File: config.mk
export PLATFORM = sky130hd
export DESIGN_NAME = sin_sample_fifo_flat
export DESIGN_NICKNAME = d
export VERILOG_FILES = /design/src/rtl/sin_sample_fifo_pkg.sv /design/src/rtl/sin_sample_fifo_if.sv /design/src/rtl/sin_sample_fifo_dpram.sv /design/src/rtl/sin_sample_fifo.sv /design/src/flat_wrapper.sv
export SDC_FILE = /design/constraint.sdc
export NUM_CORES = 1
export LEC_CHECK = 0
export ABC_AREA = 1
export BUFFER_PORTS_ARGS = -buffer_cell sky130_fd_sc_hd__buf_4
export CORE_MARGIN = 2
export CORE_UTILIZATION = 60
export DETAILED_ROUTE_END_ITERATION = 7
export GPL_ROUTABILITY_DRIVEN = 0
export PLACE_DENSITY_LB_ADDON = 0.12
export SETUP_SLACK_MARGIN = 0.3
export SLEW_MARGIN = 20
export SYNTH_ARGS = -nofsm -noshare
export SYNTH_HDL_FRONTEND = slang
export SYNTH_SLANG_ARGS = --single-unit
File: constraint.sdc
create_clock -name clk -period 2.27 [get_ports clk]
set_clock_uncertainty 0.1 [all_clocks]
set_input_delay 0.227 -clock clk [delete_from_list [all_inputs] [get_ports clk]]
set_output_delay 0.227 -clock clk [all_outputs]
set_load 0.005 [all_outputs]
File: src/rtl/sin_sample_fifo_pkg.sv
// Shared sample-path constants for the CORDIC mirror stage and the DAC-side sample FIFO.
// Also holds the saturating increment used by the drop counter.
package sin_sample_fifo_pkg;

    localparam int SAMPLE_W   = 16;
    localparam int FIFO_DEPTH = 16;
    localparam int FIFO_AW    = 4;
    localparam int DROP_W     = 8;

    function automatic logic [DROP_W-1:0] sat_inc(input logic [DROP_W-1:0] v);
        if (v == {DROP_W{1'b1}}) begin
            return v;
        end else begin
            return v + 8'd1;
        end
    endfunction

endpackage

File: src/rtl/sin_sample_fifo_if.sv
// Sample-in / DAC-out handshake bundle of the sine sample FIFO.
// The master modport drives samples and consumer controls, the slave modport is the FIFO.
interface sin_sample_fifo_if;
    import sin_sample_fifo_pkg::*;

    logic                  wen_in;
    logic [SAMPLE_W-1:0]   sin_in;
    logic                  out_valid;
    logic [SAMPLE_W-1:0]   out_data;
    logic                  out_ready;
    logic [FIFO_AW:0]      level;
    logic                  full;
    logic                  ovf;
    logic                  ovf_clr;
    logic [DROP_W-1:0]     drop_cnt;

    modport master (
        output wen_in, sin_in, out_ready, ovf_clr,
        input  out_valid, out_data, level, full, ovf, drop_cnt
    );

    modport slave (
        input  wen_in, sin_in, out_ready, ovf_clr,
        output out_valid, out_data, level, full, ovf, drop_cnt
    );

endinterface

File: src/rtl/sin_sample_fifo_dpram.sv
// Sample storage: DEPTH x W, one synchronous write port, one asynchronous read port.
// Storage is deliberately not reset; validity is tracked by the FIFO control.
module fifo_dpram #(
    parameter int W     = 16,
    parameter int DEPTH = 16,
    parameter int AW    = 4
) (
    input  logic          clk,
    input  logic          we,
    input  logic [AW-1:0] waddr,
    input  logic [W-1:0]  wdata,
    input  logic [AW-1:0] raddr,
    output logic [W-1:0]  rdata
);

    logic [W-1:0] mem_r [DEPTH];

    // synchronous write port
    always_ff @(posedge clk) begin
        if (we) begin
            mem_r[waddr] <= wdata;
        end
    end

    assign rdata = mem_r[raddr];

endmodule

File: src/rtl/sin_sample_fifo.sv
// First-word-fall-through sample FIFO between the CORDIC mirror stage and the DAC serializer.
// All outputs are registered; the head register is loaded with the next head sample each edge.
module sin_sample_fifo
    import sin_sample_fifo_pkg::*;
#(
    parameter int W     = SAMPLE_W,
    parameter int DEPTH = FIFO_DEPTH,
    parameter int AW    = FIFO_AW
) (
    input  logic               clk,
    input  logic               reset,
    sin_sample_fifo_if.slave   bus
);

    logic [AW-1:0]     wr_ptr_r;
    logic [AW-1:0]     rd_ptr_r;
    logic [AW:0]       level_r;
    logic              out_valid_r;
    logic              full_r;
    logic [W-1:0]      out_data_r;
    logic              ovf_r;
    logic [DROP_W-1:0] drop_cnt_r;

    logic              push_s;
    logic              pop_s;
    logic              drop_s;
    logic [AW-1:0]     wr_ptr_next_s;
    logic [AW-1:0]     rd_ptr_next_s;
    logic [AW:0]       level_after_pop_s;
    logic [AW:0]       level_next_s;
    logic [W-1:0]      head_next_s;
    logic [W-1:0]      ram_rdata_s;
    logic              ovf_next_s;
    logic [DROP_W-1:0] drop_cnt_next_s;

    fifo_dpram #(
        .W     (W),
        .DEPTH (DEPTH),
        .AW    (AW)
    ) u_ram (
        .clk   (clk),
        .we    (push_s),
        .waddr (wr_ptr_r),
        .wdata (bus.sin_in),
        .raddr (rd_ptr_next_s),
        .rdata (ram_rdata_s)
    );

    // next-state of pointers, level and the head sample that will be visible after this edge
    always_comb begin
        pop_s             = out_valid_r & bus.out_ready;
        push_s            = bus.wen_in & (~full_r | pop_s);
        drop_s            = bus.wen_in & full_r & ~pop_s;
        wr_ptr_next_s     = push_s ? (wr_ptr_r + AW'(1)) : wr_ptr_r;
        rd_ptr_next_s     = pop_s  ? (rd_ptr_r + AW'(1)) : rd_ptr_r;
        level_after_pop_s = pop_s  ? (level_r - (AW+1)'(1)) : level_r;
        level_next_s      = push_s ? (level_after_pop_s + (AW+1)'(1)) : level_after_pop_s;
        // a sample entering an otherwise empty FIFO is not in the RAM yet, so bypass it
        if (level_next_s == (AW+1)'(0)) begin
            head_next_s = {W{1'b0}};
        end else if (push_s && (level_after_pop_s == (AW+1)'(0))) begin
            head_next_s = bus.sin_in;
        end else begin
            head_next_s = ram_rdata_s;
        end
    end

    // overflow flag and saturating drop counter; a drop outranks a clear in the same cycle
    always_comb begin
        ovf_next_s      = ovf_r;
        drop_cnt_next_s = drop_cnt_r;
        if (drop_s) begin
            ovf_next_s = 1'b1;
            if (bus.ovf_clr) begin
                drop_cnt_next_s = 8'd1;
            end else begin
                drop_cnt_next_s = sat_inc(drop_cnt_r);
            end
        end else if (bus.ovf_clr) begin
            ovf_next_s      = 1'b0;
            drop_cnt_next_s = 8'd0;
        end else begin
            ovf_next_s      = ovf_r;
            drop_cnt_next_s = drop_cnt_r;
        end
    end

    // control and output registers
    always_ff @(posedge clk) begin
        if (reset) begin
            wr_ptr_r    <= {AW{1'b0}};
            rd_ptr_r    <= {AW{1'b0}};
            level_r     <= {(AW+1){1'b0}};
            out_valid_r <= 1'b0;
            full_r      <= 1'b0;
            out_data_r  <= {W{1'b0}};
            ovf_r       <= 1'b0;
            drop_cnt_r  <= {DROP_W{1'b0}};
        end else begin
            wr_ptr_r    <= wr_ptr_next_s;
            rd_ptr_r    <= rd_ptr_next_s;
            level_r     <= level_next_s;
            out_valid_r <= (level_next_s != (AW+1)'(0));
            full_r      <= (level_next_s == (AW+1)'(DEPTH));
            out_data_r  <= head_next_s;
            ovf_r       <= ovf_next_s;
            drop_cnt_r  <= drop_cnt_next_s;
        end
    end

    assign bus.out_valid = out_valid_r;
    assign bus.out_data  = out_data_r;
    assign bus.level     = level_r;
    assign bus.full      = full_r;
    assign bus.ovf       = ovf_r;
    assign bus.drop_cnt  = drop_cnt_r;

endmodule

File: src/flat_wrapper.sv
// flat-port wrapper written by rule: the top's interface ports become plain ports
module sin_sample_fifo_flat import sin_sample_fifo_pkg::*;
#(
    parameter int W     = SAMPLE_W,
    parameter int DEPTH = FIFO_DEPTH,
    parameter int AW    = FIFO_AW
)
  (clk, reset, bus_wen_in, bus_sin_in, bus_out_ready, bus_ovf_clr, bus_out_valid, bus_out_data, bus_level, bus_full, bus_ovf, bus_drop_cnt);
  sin_sample_fifo_if bus_i ();
  input  logic clk;
  input  logic reset;
  input wire logic [$bits(bus_i.wen_in)-1:0] bus_wen_in;
  input wire logic [$bits(bus_i.sin_in)-1:0] bus_sin_in;
  input wire logic [$bits(bus_i.out_ready)-1:0] bus_out_ready;
  input wire logic [$bits(bus_i.ovf_clr)-1:0] bus_ovf_clr;
  output wire logic [$bits(bus_i.out_valid)-1:0] bus_out_valid;
  output wire logic [$bits(bus_i.out_data)-1:0] bus_out_data;
  output wire logic [$bits(bus_i.level)-1:0] bus_level;
  output wire logic [$bits(bus_i.full)-1:0] bus_full;
  output wire logic [$bits(bus_i.ovf)-1:0] bus_ovf;
  output wire logic [$bits(bus_i.drop_cnt)-1:0] bus_drop_cnt;
  assign bus_i.wen_in = bus_wen_in;
  assign bus_i.sin_in = bus_sin_in;
  assign bus_i.out_ready = bus_out_ready;
  assign bus_i.ovf_clr = bus_ovf_clr;
  assign bus_out_valid = bus_i.out_valid;
  assign bus_out_data = bus_i.out_data;
  assign bus_level = bus_i.level;
  assign bus_full = bus_i.full;
  assign bus_ovf = bus_i.ovf;
  assign bus_drop_cnt = bus_i.drop_cnt;
  sin_sample_fifo #(.W(W), .DEPTH(DEPTH), .AW(AW)) u_core (.clk(clk), .reset(reset), .bus(bus_i));
endmodule
==> results by stage, run 1 <==
Run status:
- The flow ran to the end, and the final reports show no timing, DRC or antenna violations.

STA:
- The actual slew at the worst max-slew pin is 491.9 ps.
- Setup repair after global routing could not meet its margin everywhere.
- On the final layout, the worst hold slack is 103.3 ps.
- Derived from the worst setup path, the maximum achievable clock frequency is 472.2 MHz.
- Measured against its own limit, the worst slew margin works out to 67.21%.
- The final setup violation count is 0.
- The share of the clock period used by the worst path is 93.29%.
- The hold violation count in the final report is 0.
- After layout, the minimum clock period comes to 2118 ps.
- The count of pins over their slew limit is 0.
- Setup total negative slack on the finished layout was measured at 0 ps.

Worst setup path:
- The number of buffer and inverter instances along the worst setup path is 3.
- STA classifies the critical path startpoint as a flop.
- The critical path goes through inv_4 > ha_4 > nand2_2 > nand2_2 > inv_2 > ha_4 > nand3_4 > nor2_4 > nand2_1 > nand2_1 > nand2_2 > nand3_4 > buf_12 > nand3_2 > nor2_1.
- Among cell families on the critical path, the largest total delay comes from simple AND/OR/NAND/NOR gates.
- STA puts the critical path data arrival time at 2500 ps.
- The critical path class is flop to flop.
- Across all register-to-register paths, the minimum setup slack is 150 ps.
- The required time at the endpoint of the critical path is 2650 ps.
- The reg-to-reg critical path endpoint is u_core.bus.out_data[13]$_SDFF_PP0_.
- The slowest library cell on the worst path is sky130_fd_sc_hd__dfxtp_2.
- The worst-path maximum fanout is 8.
- The logic depth of the worst register-to-register path is 15.
- The worst register-to-register path begins at u_core.bus.level[0]$_SDFF_PP0_.
- In this design, the critical path's most frequently occurring cell is sky130_fd_sc_hd__nand2_2.
- In this design, the stage delay of the slowest critical-path cell is 360 ps.
- The kind of end point of the critical path is a flop.

Clock tree:
- The TritonCTS clock tree is done.
- The clock transition at the register clock pins on the worst setup and hold paths after CTS is 60 ps.
- The cell sitting at the root of the clock tree is a sky130_fd_sc_hd__clkbuf_16.
- In this run the number of H-tree levels came out at 1.
- The number of clock buffers added by TritonCTS is 30.
- The latest clock arrival within the worst-skew pair is 550 ps.
- The count of clock tree sinks is 296.
- The maximum buffer depth of the clock tree is 3.

Floorplan:
- The die covers 22990 µm².
- The starting utilization of the core area is 60.49%.
- The placement row count is 54.
- The height of the chip is 151.6 µm.
- The core footprint is 21620 µm².
- Measured along the x axis, the die boundary spans 151.6 µm.
- The number of I/O pins is 53.

Detailed routing:
- The count of nets left with antenna violations once routing finished came out at 0.
- The detailed-route vias per instance is 5.694.
- The post-route DRC violation count is 0.
- The post-detailed-routing wire length is 34230 µm.
- The via count of the routed design is 9697.
- The final routed wire length divided by cell count is 20.10 µm.
- After the first detailed-routing iteration, the DRC count stood at 862.
- The number of detailed-routing iterations run before antenna repair is 8.

Global routing:
- The via count of the first global-routing pass was 9193.
- The number of antenna violations at the first check in global routing is 0.
- The maximum number of pins on one net before global-route repair is 97.
- The first global-routing pass estimated 51190 µm of wire.
- Summed over all layers, the global routing overflow is 0.
- The overall fraction of global-route tracks in use is 29.81%.

Job:
- Max-cap violations in this run came to 0.

Logic synthesis:
- The post-synthesis sequential area ratio is 64.90%.
- The largest area contributor in the synthesized netlist is sky130_fd_sc_hd__edfxtp_1.
- The synthesized netlist occupies a cell area of 13080 µm².
- The commonest cells after synthesis are sky130_fd_sc_hd__nand2_1 (316), sky130_fd_sc_hd__edfxtp_1 (256), sky130_fd_sc_hd__nand3_1 (209).
- Synthesis produced a netlist with a net count of 1329.
- In this run, synthesis inferred 256 flip-flops with an integrated enable.
- The synthesized netlist contains 29 unique library cells.
- A synthesized cell averages 10.07 µm².
- The share of synthesized area in the top cell type comes to 58.78%.
- The cell count after synthesis came out at 1299.
- The most frequently used flop master after synthesis is sky130_fd_sc_hd__edfxtp_1.
- Ranked by total cell area, the synthesized netlist is headed by sky130_fd_sc_hd__edfxtp_1 (59%), sky130_fd_sc_hd__nand2_1 (9.1%), sky130_fd_sc_hd__nand3_1 (8.0%), sky130_fd_sc_hd__dfxtp_1 (6.1%), sky130_fd_sc_hd__nand3b_1 (4.6%).
- The dominant cell by count in the synthesized netlist is sky130_fd_sc_hd__nand2_1.
- Yosys printed 0 warnings.
- The proportion of synthesized flip-flops having asynchronous set or reset is 0%.
- The synthesized flop and latch total is 296.

Power:
- Power comes to 0.01342 W.
- In this run the static leakage power is 6.489 nW.
- IR analysis of the VDD net gives a maximum drop of 0.8651 mV.
- The power density over the cells is 840.6 nW/µm².

Min path:
- The cell count of the worst hold path is 4.
- The path type of the worst min-delay path is input port to flop.
- The worst hold path begins at bus_out_ready.
- The destination of the worst hold path is u_core.bus.ovf$_SDFFE_PP0P_.

Placed design:
- The placed instances occupy a cell area of 14350 µm².
- Buffers placed on the I/O ports in this run total 52.
- The post-detailed-placement half-perimeter wirelength is 18700 µm.

Finish:
- The fraction of layout cells with a size suffix above 1 is 17.22%.
- The growth of design area from synthesis to finish is 22.03%.
- The fraction of the core area covered by cells at the end of the flow is 73.82%.
- The sequential cell area in the final layout is 8497 µm².
- The summed area of non-filler cells in the final layout is 15960 µm².
- The number of antenna repair diodes is 0.
- The filler cells instantiated in the layout total 1464.
- The combined area of the multi-input logic cells is 4043 µm².
- The number of nets in the final layout is 1429.
## worst max path at each step
stage / depth (start not counted) / start / end
2_1_floorplan: 6 / u_core.bus.out_valid$_SDFF_PP0_ / u_core.u_ram.mem_r[11][0]$_DFFE_PP_
3_3_place_gp: 11 / u_core.bus.out_valid$_SDFF_PP0_ / u_core.bus.out_data[9]$_SDFF_PP0_
3_5_place_dp: 13 / u_core.bus.out_valid$_SDFF_PP0_ / u_core.bus.out_data[13]$_SDFF_PP0_
4_1_cts: 15 / u_core.bus.level[0]$_SDFF_PP0_ / u_core.bus.out_data[13]$_SDFF_PP0_
5_1_grt: 15 / u_core.bus.level[0]$_SDFF_PP0_ / u_core.bus.out_data[14]$_SDFF_PP0_
6_report: 15 / u_core.bus.level[0]$_SDFF_PP0_ / u_core.bus.out_data[13]$_SDFF_PP0_
## what timing repair did
item                                    4_1_cts  5_1_grt
hold endpoints to repair                    276        0
hold buffers                                 19        0
gates resized for setup                      28       38
endpoints found under the setup margin       18      239
gates cloned                                  2        1
pin swaps                                     7        3
buffers inserted                              9        4
## cells by family (layout without fill, tap and decap cells)
logic type,Yosys count,count (layout),share of synthesized area [%]
compound gates,37,37,1.464
xor+xnor,5,5,0.3923
buf+inv,226,350,6.821
flops,296,296,64.90
fa+ha+maj,9,9,0.8610
simple gates,726,726,25.56
## tightest hold or removal path, delay by kind of cell
family | cells | cell delay (ps)
simple gates | 2 | 250
buf+inv | 1 | 130
compound gates | 1 | 100
## report_power, final
part | total (W) | switching [W] | internal, W
Clock | 0.00500 | 0.00200 | 0.00300
Sequential | 0.00616 | 0.0000972 | 0.00606
Combinational | 0.00226 | 0.00140 | 0.000853
## registers in the layout (all words and copies together) (netlist names)
name	flops
u_core.u_ram.mem_r	256
u_core.bus.out_data	16
u_core.bus.drop_cnt	8
u_core.bus.level	5
u_core.rd_ptr_r	4
u_core.wr_ptr_r	4
u_core.bus.full	1
u_core.bus.out_valid	1
u_core.bus.ovf	1
## layout make-up
| class | instances | share of cell area, % |
|---|---|---|
| clock buffer | 45 | 5.503 |
| inverter | 162 | 3.873 |
| timing repair buffer | 132 | 9.031 |
| multi-input combinational | 777 | 25.33 |
| clock inverter | 11 | 0.8310 |
| tap | 280 | 2.195 |
| sequential | 296 | 53.24 |
## placed cells by master (no fill, tap or decap), drive strengths merged
cell type,synthesis,final
a211oi,2,2
bufbuf,0,1
and3,1,1
a31oi,1,1
inv,162,162
a21oi,26,26
dfxtp,40,40
xnor2,2,2
nand4,4,4
xor2,3,3
ha,9,9
or2,1,1
nand3b,80,80
bufinv,0,3
edfxtp,256,256
clkbuf,33,46
buf,31,111
clkinv,0,7
nand2,319,319
o21ai,8,8
nor3,2,2
dlygate4sd3,0,19
clkinvlp,0,1
nor2,108,108
nand3,211,211
## metal layers
| metal | global-route usage [%] | wire (µm) | vias up |
|---|---|---|---|
| li1 | - | - | 4522 |
| met1 | 40.54 | 13560 | 4628 |
| met2 | 50.11 | 16630 | 454 |
| met3 | 3.743 | 2870 | 93 |
| met4 | 10.23 | 1171 | 0 |
| met5 | 0 | 0 | - |
## stage by stage
stage	setup slack (ps)	instances
after detailed placement	201.4	1612
after global routing	92.57	1703
after global placement	258.9	1612
final	152.4	1703
after CTS	223.1	1698
after floorplan	192.3	1299
(Power assumes the default switching activity.)
==> inputs of run 2 (changes only) <==
--- a/config.mk
+++ b/config.mk
@@ -5,7 +5,6 @@
 export SDC_FILE = /design/constraint.sdc
 export NUM_CORES = 1
 export LEC_CHECK = 0
-export ABC_AREA = 1
 export BUFFER_PORTS_ARGS = -buffer_cell sky130_fd_sc_hd__buf_4
 export CORE_MARGIN = 2
 export CORE_UTILIZATION = 60
==> run 2 against run 1 <==
Utilization is 3.1 points higher. Hold slack worse by 37 ps. Clock power is 3% lower. Critical path depth is 6 lower. Sequential share of layout area is 1.2 points higher. Sequential cell count stayed put. Maximum frequency is 6.5% lower. Wire length is 4.0% higher. Die area is 4.9% lower. Critical path type unchanged. Critical endpoint is now u_core.bus.out_data[0]$_SDFF_PP0_. Largest cell class unchanged.
==> results by stage, run 2 <==
Run status:
- Outcome: finished clean (unchanged).

Power:
- The maximum vdd drop was 0.7567 mV (was 0.8651 mV).
- The power share of the sequential group is 43.5% (was 45.9%).
- The portion of total power attributed to the clock network is 33.4% (was 37.3%).
- The net switching component of the power is 0.004039 W (was 0.003500 W).
- The leakage component of the power came to 5.277 nW (was 6.489 nW).
- The internal power summed over all cells came to 0.01052 W (was 0.009916 W).
- The power density over the cells came to 932.5 nW/µm² (was 840.6 nW/µm²).
- The part of the power in combinational logic is 23.1% (was 16.8%).
- The share of total power consumed by net switching was 27.74% (was 26.09%).

Logic synthesis:
- The post-synthesis sequential area ratio was 68.33% (was 64.90%).
- The proportion of netlist area held by the largest area contributor is 61.89% (was 58.78%).
- The per-instance average area after synthesis is 12.53 µm² (was 10.07 µm²).
- The synthesized flop and latch total is 296 (unchanged).
- The most frequently used flop master after synthesis was sky130_fd_sc_hd__edfxtp_1 (unchanged).
- The number of nets in the synthesized netlist was 1021 (was 1329).
- The synthesized instance count is 991 (was 1299).
- The total standard cell area after synthesis came to 12420 µm² (was 13080 µm²).
- The Yosys warning count is 0 (unchanged).
- The number of synthesized flops with an enable pin was 256 (unchanged).
- Top area cells in the synthesized netlist: sky130_fd_sc_hd__edfxtp_1 (62%), sky130_fd_sc_hd__dfxtp_1 (6.4%), sky130_fd_sc_hd__o22ai_1 (6.4%), sky130_fd_sc_hd__a21oi_1 (5.7%), sky130_fd_sc_hd__nor3_1 (5.5%) (was sky130_fd_sc_hd__edfxtp_1 (59%), sky130_fd_sc_hd__nand2_1 (9.1%), sky130_fd_sc_hd__nand3_1 (8.0%), sky130_fd_sc_hd__dfxtp_1 (6.1%), sky130_fd_sc_hd__nand3b_1 (4.6%)).
- The unique cell type count in the Yosys netlist was 46 (was 29).
- The largest area contributor in the synthesized netlist was sky130_fd_sc_hd__edfxtp_1 (unchanged).
- The dominant cell by count in the synthesized netlist is sky130_fd_sc_hd__edfxtp_1 (was sky130_fd_sc_hd__nand2_1).
- Commonest cells in the netlist: sky130_fd_sc_hd__edfxtp_1 (256), sky130_fd_sc_hd__a21oi_1 (141), sky130_fd_sc_hd__nor3_1 (136) (was sky130_fd_sc_hd__nand2_1 (316), sky130_fd_sc_hd__edfxtp_1 (256), sky130_fd_sc_hd__nand3_1 (209)).
- The proportion of synthesized flip-flops having asynchronous set or reset is 0% (unchanged).

Clock tree:
- The count of clock tree sinks was 296 (unchanged).
- The TritonCTS clock tree was done (unchanged).
- The cell at the root of the clock tree is sky130_fd_sc_hd__clkbuf_16 (unchanged).
- The number of buffers added by the clock tree synthesis step is 29 (was 30).
- The H-tree depth reported by CTS was 1 (unchanged).
- The clock transition at the register clock pins on the worst setup and hold paths after CTS is 60 ps (about the same).
- The maximum buffer depth of the clock tree was 3 (unchanged).
- The latest clock arrival within the worst-skew pair is 570 ps (was 550 ps).

Finish:
- The top register by number of flip-flops is u_core.u_ram.mem_r (unchanged).
- The most common cell after layout, fill and taps aside is sky130_fd_sc_hd__edfxtp_1 (was sky130_fd_sc_hd__nand2_1).
- The fraction of layout cells with a size suffix above 1 came to 22.93% (was 17.22%).
- The number of flip-flops under the largest register name is 256 (unchanged).
- The growth of design area from synthesis to finish was 25.69% (was 22.03%).
- The summed area of non-filler cells in the final layout was 15610 µm² (was 15960 µm²).
- The number of nets in the final layout is 1128 (was 1429).
- The fraction of the core area covered by cells at the end of the flow is 76.91% (was 73.82%).
- Highest-count cells in the layout ignoring fill and taps: sky130_fd_sc_hd__edfxtp_1 (256), sky130_fd_sc_hd__a21oi_1 (137), sky130_fd_sc_hd__nor3_1 (128), sky130_fd_sc_hd__o22ai_1 (128), sky130_fd_sc_hd__buf_4 (100) (was sky130_fd_sc_hd__nand2_1 (302), sky130_fd_sc_hd__edfxtp_1 (256), sky130_fd_sc_hd__nand3_1 (191)).
- The number of antenna repair diodes is 0 (unchanged).

Detailed routing:
- The via count of the routed design is 9428 (was 9697).
- The detailed router's first-iteration violation count is 1101 (was 862).
- The post-detailed-routing wire length is 35590 µm (was 34230 µm).
- The post-route DRC violation count is 0 (unchanged).
- The number of detailed-routing iterations run before antenna repair came to 5 (was 8).
- The number of nets with antenna violations after detailed routing came to 0 (unchanged).
- The final routed wire length divided by cell count is 25.59 µm (was 20.10 µm).
- The detailed-route vias per instance is 6.778 (was 5.694).

Worst setup path:
- The number of buffer and inverter instances along the worst setup path came to 2 (was 3).
- The slowest library cell on the worst path is sky130_fd_sc_hd__ha_1 (was sky130_fd_sc_hd__dfxtp_2).
- The worst-case register-to-register setup slack is 6 ps (was 150 ps).
- The logic depth of the worst register-to-register path is 9 (was 15).
- The category of cells accounting for the largest share of critical-path delay is compound AO/OA/AOI/OAI gates (was simple AND/OR/NAND/NOR gates).
- The required time at the endpoint of the critical path was 2660 ps (was 2650 ps).
- Chain of cells forming the critical path: ha_1 > nand4b_1 > a21oi_4 > buf_12 > buf_12 > o22ai_1 > nand4_1 > a22oi_2 > o211a_1 (was inv_4 > ha_4 > nand2_2 > nand2_2 > inv_2 > ha_4 > nand3_4 > nor2_4 > nand2_1 > nand2_1 > nand2_2 > nand3_4 > buf_12 > nand3_2 > nor2_1).
- The cell repeated most along the worst path is sky130_fd_sc_hd__buf_12 (was sky130_fd_sc_hd__nand2_2).
- The termination of the worst setup path is u_core.bus.out_data[0]$_SDFF_PP0_ (was u_core.bus.out_data[13]$_SDFF_PP0_).
- The worst stage delay on the critical path is 340 ps (was 360 ps).
- The instance count on the critical path is 9 (was 15).
- The worst-path maximum fanout is 22 (was 8).
- The reg-to-reg critical path endpoint is u_core.bus.out_data[0]$_SDFF_PP0_ (was u_core.bus.out_data[13]$_SDFF_PP0_).
- The startpoint of the worst register-to-register path is u_core.rd_ptr_r[0]$_SDFF_PP0_ (was u_core.bus.level[0]$_SDFF_PP0_).
- The worst setup path startpoint is u_core.rd_ptr_r[0]$_SDFF_PP0_ (was u_core.bus.level[0]$_SDFF_PP0_).
- The kind of end point of the critical path is a flop (unchanged).
- The critical path class is flop to flop (unchanged).
- The arrival time of data at the critical path endpoint was 2660 ps (was 2500 ps).
- The category of the worst setup path launch point is a flop (unchanged).

STA:
- The headroom to the max-slew limit came to 69.04% (was 67.21%).
- RSZ-0062 raised after global routing: yes (unchanged).
- The achievable clock frequency is 441.7 MHz (was 472.2 MHz).
- The final sum of negative setup slack is 0 ps (unchanged).
- The share of the clock period used by the worst path is 99.74% (was 93.29%).
- The final setup violation count is 0 (unchanged).
- The count of pins over their slew limit is 0 (unchanged).
- The hold violation count in the final report was 0 (unchanged).
- The tightest hold margin was 66.11 ps (was 103.3 ps).
- The actual slew at the worst max-slew pin was 458.4 ps (was 491.9 ps).
- The final period demand of the worst path came to 2264 ps (was 2118 ps).

Global routing:
- The wire length of the first global-routing pass is 52560 µm (was 51190 µm).
- The remaining global-route overflow is 0 (unchanged).
- The overall fraction of global-route tracks in use was 31.84% (was 29.81%).
- The maximum number of pins on one net before global-route repair is 55 (was 97).
- The number of antenna violations at the first check in global routing is 1 (was 0).
- The via count of the first global-routing pass is 9090 (was 9193).

Floorplan:
- The horizontal die dimension was 147.9 µm (was 151.6 µm).
- The area enclosed by the die boundary is 21870 µm² (was 22990 µm²).
- The core footprint is 20300 µm² (was 21620 µm²).
- The starting utilization of the core area is 61.19% (was 60.49%).
- The height of the chip came to 147.9 µm (was 151.6 µm).
- The number of I/O pins came to 53 (unchanged).
- The placement row count is 52 (was 54).

Placed design:
- The post-detailed-placement half-perimeter wirelength is 19470 µm (was 18700 µm).
- The total of buffers placed on input and output ports is 52 (unchanged).
- The instance area after placement is 14160 µm² (was 14350 µm²).

Min path:
- The path type of the worst min-delay path is input port to flop (unchanged).
- The startpoint of the lowest-slack hold path is bus_out_ready (unchanged).

Job:
- The max-cap violation count is 0 (unchanged).
==> run 2: changes by cell type in the layout (fill, tap and decap cells not counted), sizes merged, moves of 33 or more <==
cell,change
a21oi,+115
nand4,+33
nand3,-203
buf,+34
nor2,-78
nand3b,-79
nor3,+134
nand2,-303
o22ai,+128
inv,-150
==> run 2: metrics by stage <==
| step | cells | total power [W] | worst slack [ps] |
|---|---|---|---|
| after floorplan | 991 | 0.008181 | -19.87 |
| after global placement | 1302 | 0.009463 | 22.38 |
| after detailed placement | 1302 | 0.009511 | -58.73 |
| after CTS | 1384 | 0.01446 | 6.894 |
| after global routing | 1391 | 0.01504 | -42.39 |
| final | 1391 | 0.01456 | 5.937 |
==> run 2: worst reg2reg max path: cells and delay by family (launching register included) <==
kind	cells	cell delay (ps)
AOI/OAI and AO/OA	4	680
and+or+nand+nor	2	430
adders and majority gates	1	340
buffers and inverters	2	340
DFF	1	310
==> run 2: cell families after synthesis <==
group / synth area share (%)
adder cells (fa/ha/maj): 0.9065
flip-flops: 68.33
buffers and inverters: 3.364
XOR/XNOR: 1.320
AO/OA/AOI/OAI: 15.78
AND/OR/NAND/NOR: 10.21
multiplexers: 0.08058
==> run 2: how the worst min path moves through the flow <==
| stage | end | slack, ps | cells after the start |
|---|---|---|---|
| 3_5_place_dp | u_core.bus.ovf$_SDFFE_PP0P_ | 370 | 2 |
| 5_1_grt | u_core.rd_ptr_r[1]$_SDFF_PP0_ | 90 | 4 |
| 6_report | u_core.rd_ptr_r[1]$_SDFF_PP0_ | 70 | 4 |
| 2_1_floorplan | u_core.u_ram.mem_r[0][0]$_DFFE_PP_ | 230 | 0 |
| 3_3_place_gp | u_core.bus.ovf$_SDFFE_PP0P_ | 360 | 2 |
| 4_1_cts | u_core.bus.drop_cnt[0]$_SDFFE_PP0P_ | 50 | 4 |
==> run 2: routing by layer <==
metal	GRT usage, %	wire length (µm)	vias up
li1	-	-	4151
met1	45.02	13520	4562
met2	50.02	17080	611
met3	5.247	3709	102
met4	13.05	1272	2
met5	0	13	-
==> run 2: final cells by class <==
cell class | instances | area, µm²
flip-flops and latches | 296 | 8497
fillers | 1230 | 4687
multi-input cells | 593 | 3899
repair buffers | 168 | 1861
clock buffers | 46 | 869.6
well taps | 270 | 337.8
clock inverters | 8 | 111.4
inverters | 10 | 37.54
==> run 2: repair_timing <==
item                                   CTS  global route
gates cloned                             1             1
gates resized for setup                 10            13
setup endpoints to repair               76           143
pin swaps                                6             5
setup buffers                            5             6
hold buffers                            22             0
endpoints found under the hold margin  293             0
==> run 2: power groups by stage <==
stage | logic, W | registers (W) | clock network (W)
final | 0.00336 | 0.00634 | 0.00486
after global routing | 0.00359 | 0.00635 | 0.00510
after CTS | 0.00325 | 0.00633 | 0.00488
after detailed placement | 0.00308 | 0.00643 | 0
after global placement | 0.00303 | 0.00644 | 0
after floorplan | 0.00180 | 0.00638 | 0
==> inputs of run 3 (changes only) <==
--- a/config.mk
+++ b/config.mk
@@ -6,11 +6,13 @@
 export NUM_CORES = 1
 export LEC_CHECK = 0
 export BUFFER_PORTS_ARGS = -buffer_cell sky130_fd_sc_hd__buf_4
+export CELL_PAD_IN_SITES_DETAIL_PLACEMENT = 0
+export CELL_PAD_IN_SITES_GLOBAL_PLACEMENT = 1
 export CORE_MARGIN = 2
-export CORE_UTILIZATION = 60
+export CORE_UTILIZATION = 51
 export DETAILED_ROUTE_END_ITERATION = 7
-export GPL_ROUTABILITY_DRIVEN = 0
-export PLACE_DENSITY_LB_ADDON = 0.12
+export GPL_ROUTABILITY_DRIVEN = 1
+export PLACE_DENSITY_LB_ADDON = 0.25
 export SETUP_SLACK_MARGIN = 0.3
 export SLEW_MARGIN = 20
 export SYNTH_ARGS = -nofsm -noshare
==> run 3 against run 2 <==
Non-clock buffer count down 9. Cell area up 0.86%. Critical endpoint is now u_core.bus.out_data[1]$_SDFF_PP0_. Die area up 17%. Hold slack worse by 54 ps. Largest power group unchanged. Register-to-register slack better by 40 ps.
==> results by stage, run 3 (synthesis gave the netlist of run 2 again) <==
STA:
- The final sum of negative setup slack is 0 ps (unchanged).
- The share of the clock period used by the worst path is 98.07% (was 99.74%).
- RSZ-0062 raised after global routing: yes (unchanged).
- The headroom to the max-slew limit is 62.33% (was 69.04%).
- The smallest setup slack after layout came to 43.86 ps (was 5.937 ps).
- The final period demand of the worst path is 2226 ps (was 2264 ps).
- The achievable clock frequency is 449.2 MHz (was 441.7 MHz).
- The hold violation count in the final report is 0 (unchanged).
- The final setup violation count is 0 (unchanged).
- The actual slew at the worst max-slew pin is 561.1 ps (was 458.4 ps).
- The count of pins over their slew limit came to 0 (unchanged).

Worst setup path:
- The worst-case register-to-register setup slack is 40 ps (was 6 ps).
- The category of the worst setup path launch point is a flop (unchanged).
- The kind of end point of the critical path is a flop (unchanged).
- The reg-to-reg critical path endpoint is u_core.bus.out_data[1]$_SDFF_PP0_ (was u_core.bus.out_data[0]$_SDFF_PP0_).
- The termination of the worst setup path was u_core.bus.out_data[1]$_SDFF_PP0_ (was u_core.bus.out_data[0]$_SDFF_PP0_).
- The worst-path maximum fanout is 17 (was 22).
- The startpoint of the worst register-to-register path is u_core.bus.level[0]$_SDFF_PP0_ (was u_core.rd_ptr_r[0]$_SDFF_PP0_).
- The arrival time of data at the critical path endpoint was 2570 ps (was 2660 ps).
- The critical path class is flop to flop (unchanged).
- The required time at the endpoint of the critical path is 2610 ps (was 2660 ps).
- The logic depth of the worst register-to-register path came to 10 (was 9).
- The worst setup path startpoint is u_core.bus.level[0]$_SDFF_PP0_ (was u_core.rd_ptr_r[0]$_SDFF_PP0_).

Detailed routing:
- The post-route DRC violation count is 0 (unchanged).
- The detailed router's first-iteration violation count came to 1046 (was 1101).
- The final routed wire length divided by cell count is 25.16 µm (was 25.59 µm).
- The number of detailed-routing iterations run before antenna repair is 5 (unchanged).
- The post-detailed-routing wire length is 36210 µm (was 35590 µm).
- The detailed-route vias per instance was 6.417 (was 6.778).
- The via count of the routed design is 9234 (was 9428).
- The number of nets with antenna violations after detailed routing is 0 (unchanged).

Finish:
- The number of flip-flops under the largest register name was 256 (unchanged).
- The number of filler cells placed in the layout came to 1823 (was 1230).
- The top register by number of flip-flops is u_core.u_ram.mem_r (unchanged).
- The combined area of the multi-input logic cells is 3978 µm² (was 3899 µm²).
- The fraction of the core area covered by cells at the end of the flow is 65.32% (was 76.91%).
- Highest-count cells in the layout ignoring fill and taps: sky130_fd_sc_hd__edfxtp_1 (256), sky130_fd_sc_hd__a21oi_1 (137), sky130_fd_sc_hd__nor3_1 (128) (was sky130_fd_sc_hd__edfxtp_1 (256), sky130_fd_sc_hd__a21oi_1 (137), sky130_fd_sc_hd__nor3_1 (128), sky130_fd_sc_hd__o22ai_1 (128), sky130_fd_sc_hd__buf_4 (100)).
- The summed area of non-filler cells in the final layout is 15750 µm² (was 15610 µm²).
- The sequential cell area in the final layout is 8499 µm² (was 8497 µm²).
- The most common cell after layout, fill and taps aside is sky130_fd_sc_hd__edfxtp_1 (unchanged).
- The number of standard cells in the layout, taps in and fillers out is 1439 (was 1391).
- The growth of design area from synthesis to finish was 26.76% (was 25.69%).
- The fraction of layout cells with a size suffix above 1 is 24.06% (was 22.93%).
- The number of nets in the final layout is 1120 (was 1128).

Placed design:
- The instance area after placement is 14200 µm² (was 14160 µm²).
- The total of buffers placed on input and output ports is 52 (unchanged).
- The post-detailed-placement half-perimeter wirelength is 19960 µm (was 19470 µm).
- The final weighted congestion in routability-driven placement is 0.8020.
- The cell count after placement is 1352 (was 1302).
- The pre-CTS setup slack is -14.19 ps (was -58.73 ps).

Clock tree:
- The maximum buffer depth of the clock tree is 3 (unchanged).
- The H-tree depth reported by CTS is 1 (unchanged).
- The latest clock arrival within the worst-skew pair is 560 ps (was 570 ps).
- The number of buffers added by the clock tree synthesis step is 30 (was 29).
- The clock transition at the register clock pins on the worst setup and hold paths after CTS is 70 ps (was 60 ps).
- The TritonCTS clock tree is done (unchanged).
- The count of clock tree sinks is 296 (unchanged).
- The cell at the root of the clock tree is sky130_fd_sc_hd__clkbuf_16 (unchanged).

Floorplan:
- The placement row count came to 57 (was 52).
- The height of the chip is 160.1 µm (was 147.9 µm).
- The number of I/O pins was 53 (unchanged).
- The horizontal die dimension is 160.1 µm (was 147.9 µm).
- The area enclosed by the die boundary is 25620 µm² (was 21870 µm²).
- The core footprint came to 24110 µm² (was 20300 µm²).
- The starting utilization of the core area was 51.53% (was 61.19%).

Job:
- The max-cap violation count is 0 (unchanged).

Power:
- The maximum vdd drop is 0.8894 mV (was 0.7567 mV).
- The power density over the cells came to 933.6 nW/µm² (was 932.5 nW/µm²).
- The leakage component of the power came to 5.328 nW (was 5.277 nW).

Global routing:
- The remaining global-route overflow is 0 (unchanged).
- The maximum number of pins on one net before global-route repair is 50 (was 55).
- The number of antenna violations at the first check in global routing came to 0 (was 1).
- The overall fraction of global-route tracks in use came to 27.13% (was 31.84%).
- The wire length of the first global-routing pass came to 52850 µm (was 52560 µm).
- The via count of the first global-routing pass was 8809 (was 9090).

Run status:
- Outcome: finished clean (unchanged).

Min path:
- The path type of the worst min-delay path is input port to flop (unchanged).
## run 3: changes by cell type in the layout (fill, tap and decap cells not counted), moves of 3 or more
cell                            previous run  this run
sky130_fd_sc_hd__buf_4                   100        93
sky130_fd_sc_hd__o22ai_1                 128       121
sky130_fd_sc_hd__o22ai_2                   0         7
sky130_fd_sc_hd__clkbuf_8                  8         3
sky130_fd_sc_hd__clkbuf_1                  9         6
sky130_fd_sc_hd__clkbuf_16                30        33
sky130_fd_sc_hd__clkinv_1                  0         3
sky130_fd_sc_hd__clkinv_2                  3         6
sky130_fd_sc_hd__dlygate4sd3_1            22        19
## run 3: timing repair
item                                    4_1_cts  5_1_grt
resized for setup                            12       28
setup buffers                                 1        7
pin swaps                                     5        9
hold endpoints to repair                    294        0
gates cloned                                  0        3
endpoints found under the setup margin      205      209
hold buffers                                 19        0
## run 3: worst min-delay path by stage
| stage | cells past startpoint | to | from |
|---|---|---|---|
| 2_1_floorplan | 0 | u_core.u_ram.mem_r[0][0]$_DFFE_PP_ | bus_sin_in[0] |
| 6_report | 4 | u_core.wr_ptr_r[1]$_SDFFE_PP0N_ | bus_wen_in |
| 3_5_place_dp | 2 | u_core.bus.ovf$_SDFFE_PP0P_ | u_core.bus.ovf$_SDFFE_PP0P_ |
| 3_3_place_gp | 2 | u_core.bus.ovf$_SDFFE_PP0P_ | u_core.bus.ovf$_SDFFE_PP0P_ |
| 4_1_cts | 4 | u_core.bus.level[0]$_SDFF_PP0_ | bus_wen_in |
| 5_1_grt | 4 | u_core.rd_ptr_r[1]$_SDFF_PP0_ | bus_out_ready |
## run 3: metrics by stage
stage,total power [W],hold WS (ps)
CTS,0.01460,1.534
floorplan,0.008181,225.9
detailed placement,0.009538,373.7
finish,0.01470,12.08
global placement,0.009488,363.3
global route,0.01520,45.70
## run 3: cell type report
cell class | count | area share (%)
sequential | 296 | 53.98
multi-input combinational | 593 | 25.26
timing repair buffer | 159 | 11.46
clock buffer | 39 | 5.173
tap | 324 | 2.574
clock inverter | 17 | 1.287
inverter | 10 | 0.2543
antenna | 1 | 0.01589
## run 3: where the power goes
group	leakage, nW	switching, W	internal (W)
Combinational	2.19	0.00186	0.00149
Sequential	2.64	0.000163	0.00616
Clock	0.498	0.00205	0.00299
## run 3: worst max-delay path: stages (launching register included)
cell,delay [ps]
sky130_fd_sc_hd__dfxtp_4,360
sky130_fd_sc_hd__inv_2,40
sky130_fd_sc_hd__ha_4,260
sky130_fd_sc_hd__nand3_2,70
sky130_fd_sc_hd__o21ai_2,90
sky130_fd_sc_hd__inv_2,70
sky130_fd_sc_hd__ha_4,250
sky130_fd_sc_hd__o41ai_4,410
sky130_fd_sc_hd__a31oi_4,130
sky130_fd_sc_hd__buf_12,180
sky130_fd_sc_hd__o211a_1,140
## run 3: metal layers
layer / global-route usage (%) / wire (µm) / share of wire, %
met5: 0 / 0 / 0
met4: 8.968 / 907 / 2.5
met2: 44.14 / 17570 / 49
met1: 38.55 / 14910 / 41
met3: 3.039 / 2816 / 7.8
